$ cat src/rtl/perf_counter_bank.sv
// Bank of saturating performance counters gated by a run/stop state machine.
// Clear and run/stop requests are level inputs; only their rising edges take effect.
module perf_counter_bank #(
  parameter int unsigned perf_reg_num = 1,
  parameter int unsigned CNT_W        = 64,
  parameter int unsigned INC_W        = 4
) (
  input  logic                                    clk,
  input  logic                                    rst_n,
  input  logic                                    clear_trigger,
  input  logic                                    toggle_trigger,
  input  logic [perf_reg_num-1:0][INC_W-1:0]      event_inc,
  output logic [perf_reg_num-1:0][CNT_W-1:0]      counter_r,
  output logic [perf_reg_num-1:0]                 sat_flag,
  output logic                                    running
);

  localparam logic STOPPED = 1'b0;
  localparam logic RUNNING = 1'b1;

  logic state_q, state_d;
  logic clear_q, toggle_q;
  logic clr_pulse, tog_pulse;

  logic [perf_reg_num-1:0][CNT_W:0]   sum;
  logic [perf_reg_num-1:0][CNT_W-1:0] cnt_d;
  logic [perf_reg_num-1:0]            sat_d;

  assign clr_pulse = clear_trigger & ~clear_q;
  assign tog_pulse = toggle_trigger & ~toggle_q;

  always_comb begin
    state_d = state_q;
    if (tog_pulse) begin
      state_d = (state_q == RUNNING) ? STOPPED : RUNNING;
    end
  end

  // Counting uses state_q, so a toggle edge only affects events from the next cycle.
  always_comb begin
    sum   = '0;
    cnt_d = counter_r;
    sat_d = sat_flag;
    for (int i = 0; i < int'(perf_reg_num); i++) begin
      sum[i] = {1'b0, counter_r[i]} + {{(CNT_W + 1 - INC_W){1'b0}}, event_inc[i]};
      if (clr_pulse) begin
        cnt_d[i] = '0;
        sat_d[i] = 1'b0;
      end else if (state_q == RUNNING) begin
        // Only a discarded carry flags saturation; landing on all-ones does not.
        if (sum[i][CNT_W]) begin
          cnt_d[i] = '1;
          sat_d[i] = 1'b1;
        end else begin
          cnt_d[i] = sum[i][CNT_W-1:0];
        end
      end
    end
  end

  always_ff @(posedge clk or negedge rst_n) begin
    if (!rst_n) begin
      state_q   <= STOPPED;
      clear_q   <= 1'b0;
      toggle_q  <= 1'b0;
      counter_r <= '0;
      sat_flag  <= '0;
    end else begin
      state_q   <= state_d;
      clear_q   <= clear_trigger;
      toggle_q  <= toggle_trigger;
      counter_r <= cnt_d;
      sat_flag  <= sat_d;
    end
  end

  assign running = (state_q == RUNNING);

endmodule
$ cat config.mk
export PLATFORM = sky130hd
export DESIGN_NAME = perf_counter_bank
export DESIGN_NICKNAME = d
export VERILOG_FILES = /design/src/rtl/perf_counter_bank.sv
export SDC_FILE = /design/constraint.sdc
export NUM_CORES = 1
export LEC_CHECK = 0
export CAP_MARGIN = 0
export CORE_ASPECT_RATIO = 2
export CORE_MARGIN = 3
export CORE_UTILIZATION = 49
export CTS_BUF_LIST = sky130_fd_sc_hd__clkbuf_2 sky130_fd_sc_hd__clkbuf_4 sky130_fd_sc_hd__clkbuf_8
export CTS_CLUSTER_SIZE = 14
export DETAILED_ROUTE_END_ITERATION = 6
export PLACE_DENSITY = 0.76
export SETUP_SLACK_MARGIN = 0.1
export SLEW_MARGIN = 40
export SYNTH_ARGS = -nofsm -noshare
export SYNTH_HDL_FRONTEND = slang
export SYNTH_SLANG_ARGS = --single-unit
export TNS_END_PERCENT = 5
$ cat constraint.sdc
create_clock -name clk -period 2.8 [get_ports clk]
set_input_delay 0.56 -clock clk [delete_from_list [all_inputs] [get_ports clk]]
set_output_delay 0.56 -clock clk [all_outputs]
set_load 0.03 [all_outputs]
==> impl_metrics.prom <==
# TYPE chip_impl_metric gauge
chip_impl_metric{name="cts_sinks",unit=""} 68
chip_impl_info{name="worst_hold_path_type",value="in -> async"} 1
chip_impl_metric{name="power_switching_share",unit=""} 0.363
chip_impl_metric{name="non_filler_instance_count_after_layout",unit=""} 675
chip_impl_metric{name="floorplan.io_pins",unit=""} 74
chip_impl_info{name="timing.critical_path.cells",value="dlygate4sd2_1, ha_4, fa_2, nand3_2, and2_4, or4_4, buf_4, nor4_4, buf_4, nor2_1, a211oi_1"} 1
chip_impl_metric{name="post_synth_edffs",unit=""} 0
chip_impl_metric{name="grtUsageMet3",unit=""} 0.0480
chip_impl_metric{name="clkLatencyLatePin",unit="ns"} 0.37
chip_impl_metric{name="drt_first_pass_iters",unit=""} 5
chip_impl_metric{name="first_iter_violations",unit=""} 393
chip_impl_metric{name="yosysWarningCount",unit=""} 0
chip_impl_metric{name="ctsLongestPathBuffers",unit=""} 2
chip_impl_metric{name="pwr-share-seq",unit=""} 0.389
chip_impl_metric{name="postRouteAntennaNets",unit=""} 0
chip_impl_info{name="top_usage_layer",value="met2"} 1
chip_impl_metric{name="vdd.ir_drop.worst",unit="uV"} 369
chip_impl_info{name="yosys_most_used_dff",value="sky130_fd_sc_hd__dfrtp_1"} 1
chip_impl_metric{name="via_total_after_detailed_routing",unit=""} 4475
chip_impl_metric{name="dp_slack",unit="ns"} -0.455
chip_impl_metric{name="number_of_global_route_vias_before_repair",unit=""} 4587
chip_impl_metric{name="worstPathRequired",unit="ns"} 3.07
chip_impl_metric{name="antenna_found_initial",unit=""} 0
chip_impl_metric{name="worst_slew_margin_rel",unit=""} 0.603
chip_impl_metric{name="timing.final.ws_setup",unit="ns"} 0.241
chip_impl_metric{name="worst_ep_arrival_time",unit="ns"} 2.83
chip_impl_metric{name="finalNetCount",unit=""} 588
chip_impl_info{name="cts.root.buffer_cell",value="sky130_fd_sc_hd__clkbuf_8"} 1
chip_impl_metric{name="grt.total_usage",unit=""} 0.302
chip_impl_metric{name="power.static_leakage",unit="nW"} 2.17
chip_impl_metric{name="layout_fillers",unit=""} 663
chip_impl_metric{name="switching_power",unit="mW"} 1.03
chip_impl_metric{name="finalWirelength",unit="mm"} 13.7
chip_impl_metric{name="setup_violations",unit=""} 0
chip_impl_metric{name="floorplan.die.width",unit="um"} 70.0
chip_impl_metric{name="buffer_ports.inserted",unit=""} 73
chip_impl_metric{name="crit_buf_inv",unit=""} 3
chip_impl_metric{name="postCtsHoldBufs",unit=""} 0
chip_impl_info{name="worstSetupPathType",value="in -> reg"} 1
chip_impl_metric{name="mappedNetlistArea",unit="sq um"} 4010
chip_impl_metric{name="fraction_of_layout_cells_with_a_size_suffix_above_1",unit=""} 0.176
chip_impl_metric{name="synthArstFlopShare",unit=""} 1.00
chip_impl_metric{name="clk_transition_reported_paths",unit="ns"} 0.07
chip_impl_metric{name="maximum_number_of_pins_on_one_net_before_global_route_repair",unit=""} 46
chip_impl_metric{name="synth.ff_latch_count",unit=""} 68
chip_impl_metric{name="clockPowerShare",unit=""} 0.268
chip_impl_info{name="critical_path.endpoint_type",value="flip-flop"} 1
chip_impl_metric{name="synthesis.nets",unit=""} 467
chip_impl_metric{name="maxCapViolCount",unit=""} 0
chip_impl_metric{name="design_power_total",unit="mW"} 2.83
chip_impl_metric{name="synth.yosys.seq_area_share",unit=""} 0.425
chip_impl_metric{name="fmax",unit="MHz"} 391
chip_impl_metric{name="dp.cells",unit=""} 659
chip_impl_metric{name="maximum_level_of_the_cts_h_tree",unit=""} 3
chip_impl_info{name="critical_path.most_common_cell",value="sky130_fd_sc_hd__buf_4"} 1
chip_impl_metric{name="post-dp-hpwl",unit="mm"} 10.0
chip_impl_info{name="tritoncts_clock_tree",value="built"} 1
chip_impl_metric{name="core.rowCount",unit=""} 46
chip_impl_metric{name="antenna_cells_inserted",unit=""} 0
chip_impl_metric{name="gp_routability_congestion",unit=""} 0.907
chip_impl_metric{name="met2_usage",unit=""} 0.531
chip_impl_metric{name="cp_max_stage_delay",unit="ns"} 0.53
chip_impl_metric{name="synthCells",unit=""} 454
chip_impl_metric{name="stdcell_area",unit="sq um"} 5480
chip_impl_metric{name="die_height",unit="um"} 134
chip_impl_metric{name="drt_drc_violations_left",unit=""} 0
chip_impl_metric{name="fin_setup_tns",unit="ns"} 0
chip_impl_metric{name="grtUsageMet1",unit=""} 0.321
chip_impl_metric{name="finalMaxSlewViolations",unit=""} 0
chip_impl_info{name="crit_slowest_cell",value="sky130_fd_sc_hd__or4_4"} 1
chip_impl_info{name="path_delay_family",value="simple AND/OR/NAND/NOR gates"} 1
chip_impl_metric{name="vias_per_cell",unit=""} 6.63
chip_impl_info{name="synth_largest_area_cell",value="sky130_fd_sc_hd__dfrtp_1"} 1
chip_impl_info{name="final_common_cell",value="sky130_fd_sc_hd__clkdlybuf4s50_1"} 1
chip_impl_metric{name="period_minus_ws_final",unit="ns"} 2.56
chip_impl_metric{name="power_per_cell_area",unit="nW/um^2"} 517
chip_impl_metric{name="place_area",unit="sq um"} 5280
chip_impl_metric{name="start_util",unit=""} 0.505
chip_impl_metric{name="flow.area_growth_from_synthesis",unit="%"} 36.8
chip_impl_metric{name="power.share.combinational",unit=""} 0.343
chip_impl_info{name="grt_setup_unrepaired",value="yes"} 1
chip_impl_metric{name="coreArea",unit="sq um"} 7940
chip_impl_info{name="final_cell_mix",value="68 x sky130_fd_sc_hd__clkdlybuf4s50_1, 67 x sky130_fd_sc_hd__dfrtp_1, 60 x sky130_fd_sc_hd__buf_4, 34 x sky130_fd_sc_hd__nor2_1, 33 x sky130_fd_sc_hd__a21oi_1"} 1
chip_impl_metric{name="crit_path_max_fanout",unit=""} 4
chip_impl_metric{name="synth_top_cell_area_share",unit=""} 0.425
chip_impl_info{name="outcome",value="completed"} 1
chip_impl_info{name="crit_path_start_kind",value="input port"} 1
chip_impl_metric{name="routed_wire_length_per_instance",unit="um"} 20.3
chip_impl_metric{name="cts_inserted_buffers",unit=""} 9
chip_impl_metric{name="dieArea",unit="sq um"} 9370
chip_impl_metric{name="worst_pin_slew",unit="ns"} 0.591
chip_impl_metric{name="synthesis.area_per_instance",unit="sq um"} 8.83
chip_impl_metric{name="finalCritPeriodShare",unit=""} 0.914
chip_impl_metric{name="hold_violations",unit=""} 0
chip_impl_metric{name="first_pass_grt_wire_length",unit="mm"} 22.6
chip_impl_metric{name="grt_overflow",unit=""} 0
chip_impl_metric{name="worst_clock_skew",unit="ns"} 0.00771
chip_impl_metric{name="synth_cell_type_count",unit=""} 56
chip_impl_info{name="post_synth_main_area_contributors",value="sky130_fd_sc_hd__dfrtp_1 42%, sky130_fd_sc_hd__a21oi_1 4.1%, sky130_fd_sc_hd__a31oi_1 4.1%"} 1
chip_impl_metric{name="p_int",unit="mW"} 1.80
==> per-stage QoR <==
stage | hold WS (ns) | utilization
2_1_floorplan | 0.264 | -
3_3_place_gp | 0.486 | 0.665
3_5_place_dp | 0.490 | 0.665
4_1_cts | 0.294 | 0.687
5_1_grt | 0.178 | 0.690
6_report | 0.135 | 0.690
==> worst register-to-register path, cell delays in order (launching register included) <==
cell	delay (ns)
sky130_fd_sc_hd__dfrtp_1	0.48
sky130_fd_sc_hd__nand3_1	0.28
sky130_fd_sc_hd__nor4_4	0.44
sky130_fd_sc_hd__nand4_1	0.28
sky130_fd_sc_hd__buf_4	0.22
sky130_fd_sc_hd__buf_4	0.18
sky130_fd_sc_hd__o22ai_1	0.20
sky130_fd_sc_hd__a21oi_1	0.09
sky130_fd_sc_hd__a311oi_1	0.27
==> path summary, 6_finish.rpt <==
path                                       to  slack [ns]          from  cells after the start
min in group clk                     sat_flag        0.50      sat_flag                      2
max in group asynchronous       counter_r[39]        2.10         rst_n                      2
worst min-delay path            counter_r[10]        0.13         rst_n                      1
worst max-delay path             counter_r[6]        0.24  event_inc[0]                     11
worst max register to register  counter_r[37]        0.25  counter_r[6]                      8
worst min register to register       sat_flag        0.50      sat_flag                      2
==> cells by family after synthesis <==
group                    after synthesis  synth area share
AND/OR/NAND/NOR                      201             0.283
multiplexers                           1           0.00250
XOR/XNOR                               3           0.00656
AO/OA/AOI/OAI                        143             0.232
buffers and inverters                 33            0.0331
adder cells (fa/ha/maj)                5            0.0175
flip-flops                            68             0.425
==> synth_stat cells, types with 4 or more instances <==
cell type                  instances
sky130_fd_sc_hd__o21a_1           18
sky130_fd_sc_hd__and4_1           12
sky130_fd_sc_hd__clkbuf_1         21
sky130_fd_sc_hd__a211oi_1         10
sky130_fd_sc_hd__or4_1             4
sky130_fd_sc_hd__o22ai_1          10
sky130_fd_sc_hd__and3_1           16
sky130_fd_sc_hd__a21oi_1          33
sky130_fd_sc_hd__inv_1             9
sky130_fd_sc_hd__nor2_1           34
sky130_fd_sc_hd__nand4_1          19
sky130_fd_sc_hd__nor3_1           29
sky130_fd_sc_hd__or3_1             4
sky130_fd_sc_hd__nand2_1          27
sky130_fd_sc_hd__o21ai_0          21
sky130_fd_sc_hd__a311oi_1          6
sky130_fd_sc_hd__nand3_1          23
sky130_fd_sc_hd__ha_1              4
sky130_fd_sc_hd__a31oi_1          26
sky130_fd_sc_hd__dfrtp_1          68
sky130_fd_sc_hd__nor4_1           13
==> flip-flops by register name, summed over array words and instances, names as in the netlist <==
register,count
running,1
counter_r,64
toggle_q,1
sat_flag,1
clear_q,1
==> layout make-up <==
| type | instances | area (sq um) | area share |
|---|---|---|---|
| Inverter | 9 | 33.8 | 0.00616 |
| Multi-Input combinational cell | 353 | 2240 | 0.409 |
| Clock inverter | 2 | 10.0 | 0.00183 |
| Sequential cell | 68 | 1700 | 0.311 |
| Tap cell | 96 | 120 | 0.0219 |
| Clock buffer | 13 | 166 | 0.0304 |
| Timing Repair Buffer | 134 | 1210 | 0.220 |
==> metal layers <==
layer	up-vias	routed length, um
li1	2008	-
met1	2201	4750
met2	197	7430
met3	69	741
met4	0	779
met5	-	0
==> power by group through the flow <==
stage,Clock [mW],Sequential (mW),Combinational [mW]
2_1_floorplan,0,1.21,0.452
3_3_place_gp,0,1.12,0.934
3_5_place_dp,0,1.12,0.957
4_1_cts,0.767,1.10,0.966
5_1_grt,0.804,1.11,1.04
6_report,0.758,1.10,0.973
==> timing repair <==
action / in CTS / in global routing
gates resized for setup: 4 / 3
pin swaps: 3 / 1
setup endpoints to repair: 15 / 21
buffers inserted: 1 / 0
Note: power is estimated with default switching activity, not from simulation.
